==> config.mk <==
export PLATFORM = sky130hd
export DESIGN_NAME = vc_pop_arbiter
export DESIGN_NICKNAME = d
export VERILOG_FILES = /design/src/rtl/vc_pop_arbiter.sv
export SDC_FILE = /design/constraint.sdc
export NUM_CORES = 1
export LEC_CHECK = 0
export BUFFER_PORTS_ARGS = -buffer_cell sky130_fd_sc_hd__buf_2
export CAP_MARGIN = 0
export CORE_UTILIZATION = 46
export CTS_CLUSTER_SIZE = 28
export DETAILED_ROUTE_END_ITERATION = 12
export GPL_TIMING_DRIVEN = 0
export PLACE_DENSITY = 0.75
export SLEW_MARGIN = 30
export SYNTH_ARGS = -nofsm -noshare
export SYNTH_HDL_FRONTEND = slang
export SYNTH_SLANG_ARGS = --single-unit
==> constraint.sdc <==
create_clock -name clk -period 1.63 [get_ports clk]
set_input_delay 0.326 -clock clk [delete_from_list [all_inputs] [get_ports clk]]
set_output_delay 0.326 -clock clk [all_outputs]
set_load 0.005 [all_outputs]
==> src/rtl/vc_pop_arbiter.sv <==
// VC0/VC1 read-side pop arbiter with destination routing and per-VC counters.
// Optional VC1 anti-starvation guard: define VC1_STARVE_GUARD_EN.
module vc_pop_arbiter #(
  parameter int DATA_WIDTH   = 6,
  parameter int DEST_BIT     = 4,
  parameter int CNT_WIDTH    = 8,
  parameter int STARVE_LIMIT = 4
) (
  input  logic                  clk,
  input  logic                  reset,
  input  logic                  vc0_empty,
  input  logic [DATA_WIDTH-1:0] vc0_data,
  input  logic                  vc1_empty,
  input  logic [DATA_WIDTH-1:0] vc1_data,
  input  logic                  d0_pause,
  input  logic                  d1_pause,
  output logic                  pop_vc0,
  output logic                  pop_vc1,
  output logic                  push_d0,
  output logic                  push_d1,
  output logic [DATA_WIDTH-1:0] data_out,
  output logic [CNT_WIDTH-1:0]  cnt_vc0,
  output logic [CNT_WIDTH-1:0]  cnt_vc1,
  output logic                  idle
);

  if (DEST_BIT >= DATA_WIDTH || STARVE_LIMIT < 1) begin : g_bad_cfg
    $error("vc_pop_arbiter: bad DEST_BIT or STARVE_LIMIT");
  end

  logic pause_any;
  logic force_vc1;

  logic                  rd_valid_q, rd_valid_d;
  logic                  rd_src_q, rd_src_d;
  logic                  push_d0_q, push_d0_d;
  logic                  push_d1_q, push_d1_d;
  logic [DATA_WIDTH-1:0] data_q, data_d;
  logic [CNT_WIDTH-1:0]  cnt0_q, cnt0_d;
  logic [CNT_WIDTH-1:0]  cnt1_q, cnt1_d;
  logic [DATA_WIDTH-1:0] sel;

  assign pause_any = d0_pause | d1_pause;

  assign pop_vc0 = !reset & !pause_any
                 & !vc0_empty & !force_vc1;
  assign pop_vc1 = !reset & !pause_any
                 & !vc1_empty
                 & (vc0_empty | force_vc1);

`ifdef VC1_STARVE_GUARD_EN
  localparam int SW = $clog2(STARVE_LIMIT + 1);

  logic [SW-1:0] starve_q, starve_d;

  assign force_vc1 = (starve_q == SW'(STARVE_LIMIT))
                   & !vc1_empty;

  // Pause cycles pop nothing, so the count holds.
  always_comb begin
    starve_d = starve_q;
    if (vc1_empty || pop_vc1) begin
      starve_d = '0;
    end else if (pop_vc0) begin
      starve_d = starve_q + SW'(1);
    end
  end

  always_ff @(posedge clk) begin
    if (reset) begin
      starve_q <= '0;
    end else begin
      starve_q <= starve_d;
    end
  end
`else
  assign force_vc1 = 1'b0;
`endif

  assign sel = rd_src_q ? vc1_data : vc0_data;

  always_comb begin
    rd_valid_d = pop_vc0 | pop_vc1;
    rd_src_d   = pop_vc1;
    push_d0_d  = 1'b0;
    push_d1_d  = 1'b0;
    data_d     = data_q;
    cnt0_d     = cnt0_q;
    cnt1_d     = cnt1_q;
    if (rd_valid_q) begin
      data_d    = sel;
      push_d0_d = !sel[DEST_BIT];
      push_d1_d = sel[DEST_BIT];
      if (rd_src_q) begin
        cnt1_d = cnt1_q + CNT_WIDTH'(1);
      end else begin
        cnt0_d = cnt0_q + CNT_WIDTH'(1);
      end
    end
  end

  always_ff @(posedge clk) begin
    if (reset) begin
      rd_valid_q <= 1'b0;
      rd_src_q   <= 1'b0;
      push_d0_q  <= 1'b0;
      push_d1_q  <= 1'b0;
      data_q     <= '0;
      cnt0_q     <= '0;
      cnt1_q     <= '0;
    end else begin
      rd_valid_q <= rd_valid_d;
      rd_src_q   <= rd_src_d;
      push_d0_q  <= push_d0_d;
      push_d1_q  <= push_d1_d;
      data_q     <= data_d;
      cnt0_q     <= cnt0_d;
      cnt1_q     <= cnt1_d;
    end
  end

  assign push_d0  = push_d0_q;
  assign push_d1  = push_d1_q;
  assign data_out = data_q;
  assign cnt_vc0  = cnt0_q;
  assign cnt_vc1  = cnt1_q;

  // Reset reports idle even when the FIFOs hold words.
  assign idle = reset
              | (vc0_empty & vc1_empty
                 & !rd_valid_q
                 & !push_d0_q & !push_d1_q);

endmodule

After elaboration in Yosys (flattened, before gate mapping) --
Cells that the tools add are included.
Word-level totals: output and inout bits 27, memories kept 0, latch bits 0, input port bits 18, memory bits (read-only) 0, register bits 26, logic and storage cells 34, bits in writable memories 0
Cells by class: mux-type cells 1, add/sub/neg operators 2, div/mod/pow operators 0, bitwise operators 13, equal/unequal tests 0, order comparisons 0, shifts and indexed selects 0, reductions and logical operators 11, $mul 0
Operators with widths (number):
- adder 8 x 1 -> 8 bit (second input constant) | 2
- AND 1 bit | 8
- logical NOT 1 bit | 8
- two-way mux 6 bit | 1
- AND reduction 2 bit | 2
- OR 1 bit | 3
- inverter 1 bit | 2
- OR reduction 2 bit | 1

Logic depth before layout (Yosys ltp) --
depth after elaboration 6, depth in mapped cells 4, gate-level depth less buffers 4

Worst setup path after synthesis --
Ideal clock, no wire load.
path kind input -> output, start input reset, end output pop_vc1, buffers on the path 1, arrival time 1.055 ns, required time 1.304 ns, path slack 0.249 ns, cell stages on the path 3, cells stage by stage clkbuf_1 or3_1 nor3b_1
On the way: cells in the longest elaborated chain, start to end 4
Ends and longest elaborated chain:
- start: declaration | RTL line 10 | input logic reset,
- logical NOT 1 bit | RTL line 47 | assign pop_vc1 = !reset & !pause_any
- AND 1 bit | RTL line 47
- AND 1 bit | RTL line 48 | & !vc1_empty
- AND 1 bit | RTL line 49 | & (vc0_empty | force_vc1);
- end: declaration | RTL line 18 | output logic pop_vc1,
Every way passes these cells.

Worst setup path after layout --
start register rd_valid_q, end output idle
On the way: cells in the longest elaborated chain, start to end 5
Ends and longest elaborated chain:
- start: declaration | RTL line 34 | logic rd_valid_q, rd_valid_d;
- start signal: assignment | RTL line 112 | rd_valid_q <= rd_valid_d;
- logical NOT 1 bit | RTL line 131 | & !rd_valid_q
- AND 1 bit | RTL line 131
- AND 1 bit (2 in a row) | RTL line 132 | & !push_d0_q & !push_d1_q);
- OR 1 bit | RTL line 130 | | (vc0_empty & vc1_empty
- end: declaration | RTL line 24 | output logic idle
Every way passes these cells.

==> key figures <==
Finish
  – Filler cells: slightly below 200
  – FF+latch area: between 500 and 600 um^2
  – Commonest non-fill, non-tap cell in the layout: buf_2
  – Final Instance Area: 1410 um^2
  – Area of the multi-input gates: about 550 um^2
  – Share of cells above drive strength 1: between 30 and 40%
  – Commonest non-fill, non-tap cells in the layout: 44 x buf_2, 25 x dfxtp_1, 12 x nor2_1, 12 x a21oi_1
  – Ant. Diodes: 0
  – Area grow syn2layout: 27.1%
  – Fin util: a little over three fifths
  – # nets final: between 150 and 200

Critical path
  – Setup CP Type: reg -> out
  – CP Capture Type: output pin
  – CP arrival: ~1.2 ns
  – Crit path max fanout: 10
  – CP Launch Type: flip-flop
  – CP Data Required Time: approximately 1.3 ns

Floorplanning
  – Initial Utilization: about 50%
  – Die area: around 2600 um^2
  – Die span in x: between 50 and 60 um
  – Core Region: 2230 um^2
  – Rows: 17
  – Num ports: 45
  – Die height: ~51 um

Place
  – IO Port Bufs: 43
  – GPL Wtd Cong: around 0.74
  – Post-detail-place hpwl: between 1500 and 2000 um
  – Placed inst area: between 1000 and 1500 um^2
  – Worst slack at placement: 0.105 ns

Detailed routing
  – Antenna Nets Post-Route: 0
  – Initial DRC Count: 16
  – Drt total wl: roughly 2300 um
  – Initial DRT Pass Iterations: 4
  – Routed len/inst: ~12 um
  – Routed vias: around 1.1k
  – Vias per cell: 5.44
  – Drt drc: 0

Job
  – Max-Cap Viols: 0

Yosys
  – Ys flop type: dfxtp_1
  – Avg Inst Size Synth: ~9 um^2
  – Number of synthesized flops with an enable pin: 0
  – Top post-synthesis cells by area: dfxtp_1 47%, mux2i_1 6.3%, a21oi_1 5.4%
  – Ys async rst share: 0%
  – Synth area leader: dfxtp_1
  – Cells after Synth: 121
  – Netlist cell types: 28
  – Mapped cell area: 1110 um^2
  – Yosys reg bits: 26
  – Synth Net Count: 141
  – Post-synth top area share: 46.9%
  – Seq/Total Area, Yosys: a little under half
  – Synth Warn #: 0

Run status
  – Outcome: finished clean

Pwr
  – Logic pwr share: 7.8%
  – Flop pwr share: between 60% and 70%
  – Final Power: 1.06 mW
  – Pint: roughly 0.82 mW
  – Leak: 0.596 nW
  – Pwr per Cell Area: about 750 nW/um^2
  – Clock power share: 30.6%
  – VDD IR max: between 0.5 and 0.6 mV
  – Psw: roughly 0.24 mW
  – Sw frac: 22.3%

Timing
  – Slew @ Worst Pin: 0.486 ns
  – Tmin final: 1.57 ns
  – Final hold vios: 0
  – Final worst-path cycle share: 96.1%
  – Setup-failing EPs final: 0
  – Setup Skew: about 0.0014 ns
  – Relative slew slack: about two thirds
  – PnR worst setup slack: 0.0634 ns
  – Peak Freq: 638 MHz
  – Max-slew violation count: 0
  – RSZ-0062 raised after global routing: false
  – Final TNS setup: 0 ns

Global routing
  – Initial antenna violation count: 0
  – Vias in the first global route: about 900
  – First-pass GRT wire length: roughly 3700 um
  – Largest net degree at the start of global routing: 15
  – Gr usage total: between 10% and 20%
  – Grt total ovfl: 0

Clock network
  – CTS buffer count: 3
  – Clk pin slew, worst setup/hold paths: 0.14 ns
  – Max Buffers Root-to-Sink: 2
  – CTS root buf: clkbuf_4
  – H-tree level count: 1
  – CTS tree: built
  – CTS Sinks: 26
  – Clock insertion delay at the later pin of the skew report: approximately 0.32 ns

Hold path
  – Hold Crit Class: in -> reg
## Yosys cell counts, types with 2 or more instances
cell and instances:
clkbuf_1 3, or4_1 4, xnor2_1 2, xor2_1 2, nor3b_1 3, nand3_1 6
buf_4 2, nor2_1 12, ha_1 2, inv_1 3, mux2i_1 7, o31ai_1 4
or3_1 7, a21oi_1 12, a211oi_1 5, dfxtp_1 26, o21ai_0 6, nand2_1 5
## worst paths after layout
| path | slack (ns) | cells past startpoint | from | end |
|---|---|---|---|---|
| min | 0.20 | 2 | vc1_empty | rd_src_q |
| min reg2reg | 0.48 | 1 | data_out[4] | data_out[4] |
| max | 0.06 | 4 | rd_valid_q | idle |
| max reg2reg | 0.24 | 4 | cnt_vc1[0] | cnt_vc1[6] |
## power by group through the flow
stage	registers [mW]	logic [mW]	clock network (mW)
after floorplan	0.667	0.0406	0
after global placement	0.667	0.0788	0
after detailed placement	0.667	0.0815	0
after CTS	0.653	0.0824	0.332
after global routing	0.655	0.0916	0.354
final	0.653	0.0830	0.325
## final cells by class
type                    count  area share (%)
plain buffers               6            2.22
clock buffers               4            2.57
inverters                   3           0.799
multi-input cells          86            39.1
flip-flops and latches     26            37.0
well taps                  28            2.48
repair buffers             44            15.8
## sequential cells by signal, summed over array words and instances, names as in the netlist
name	cells
rd_valid_q	1
rd_src_q	1
cnt_vc0	8
push_d0	1
data_out	6
push_d1	1
cnt_vc1	8
## cell families (layout without fill, tap and decap cells)
group / after synthesis / after routing / share of synthesized area [%]
AOI/OAI and AO/OA: 29 / 29 / 15.7
xor gates and xnor gates: 4 / 4 / 3.16
adders and majority gates: 2 / 2 / 2.25
buffers and inverters: 9 / 57 / 3.83
DFF: 26 / 26 / 46.9
muxes: 7 / 7 / 6.31
and+or+nand+nor: 44 / 44 / 21.9
## routing by layer
| layer | part of all wire, % | global-route usage, % |
|---|---|---|
| met1 | 49 | 24.8 |
| met4 | 1.2 | 6.94 |
| met3 | 6.3 | 3.57 |
| met2 | 44 | 30.0 |
| met5 | 0 | 0 |
## metrics by stage
| step | hold WS [ns] | cells |
|---|---|---|
| after floorplan | 0.402 | 121 |
| after global placement | 0.435 | 192 |
| after detailed placement | 0.441 | 192 |
| after CTS | 0.188 | 196 |
| after global routing | 0.187 | 197 |
| final | 0.201 | 197 |
## critical path, stage by stage (launching register included)
cell	delay, ns
dfxtp_2	0.36
buf_4	0.16
nor3_2	0.05
a31o_2	0.23
buf_2	0.12
## what timing repair did
action,CTS,global route
pin swaps,0,1
buffers inserted,0,1
hold buffers,0,0
setup endpoints to repair,1,1
gates resized for setup,2,0
endpoints found under the hold margin,0,0
No activity file was read; power rests on OpenSTA's default activity.
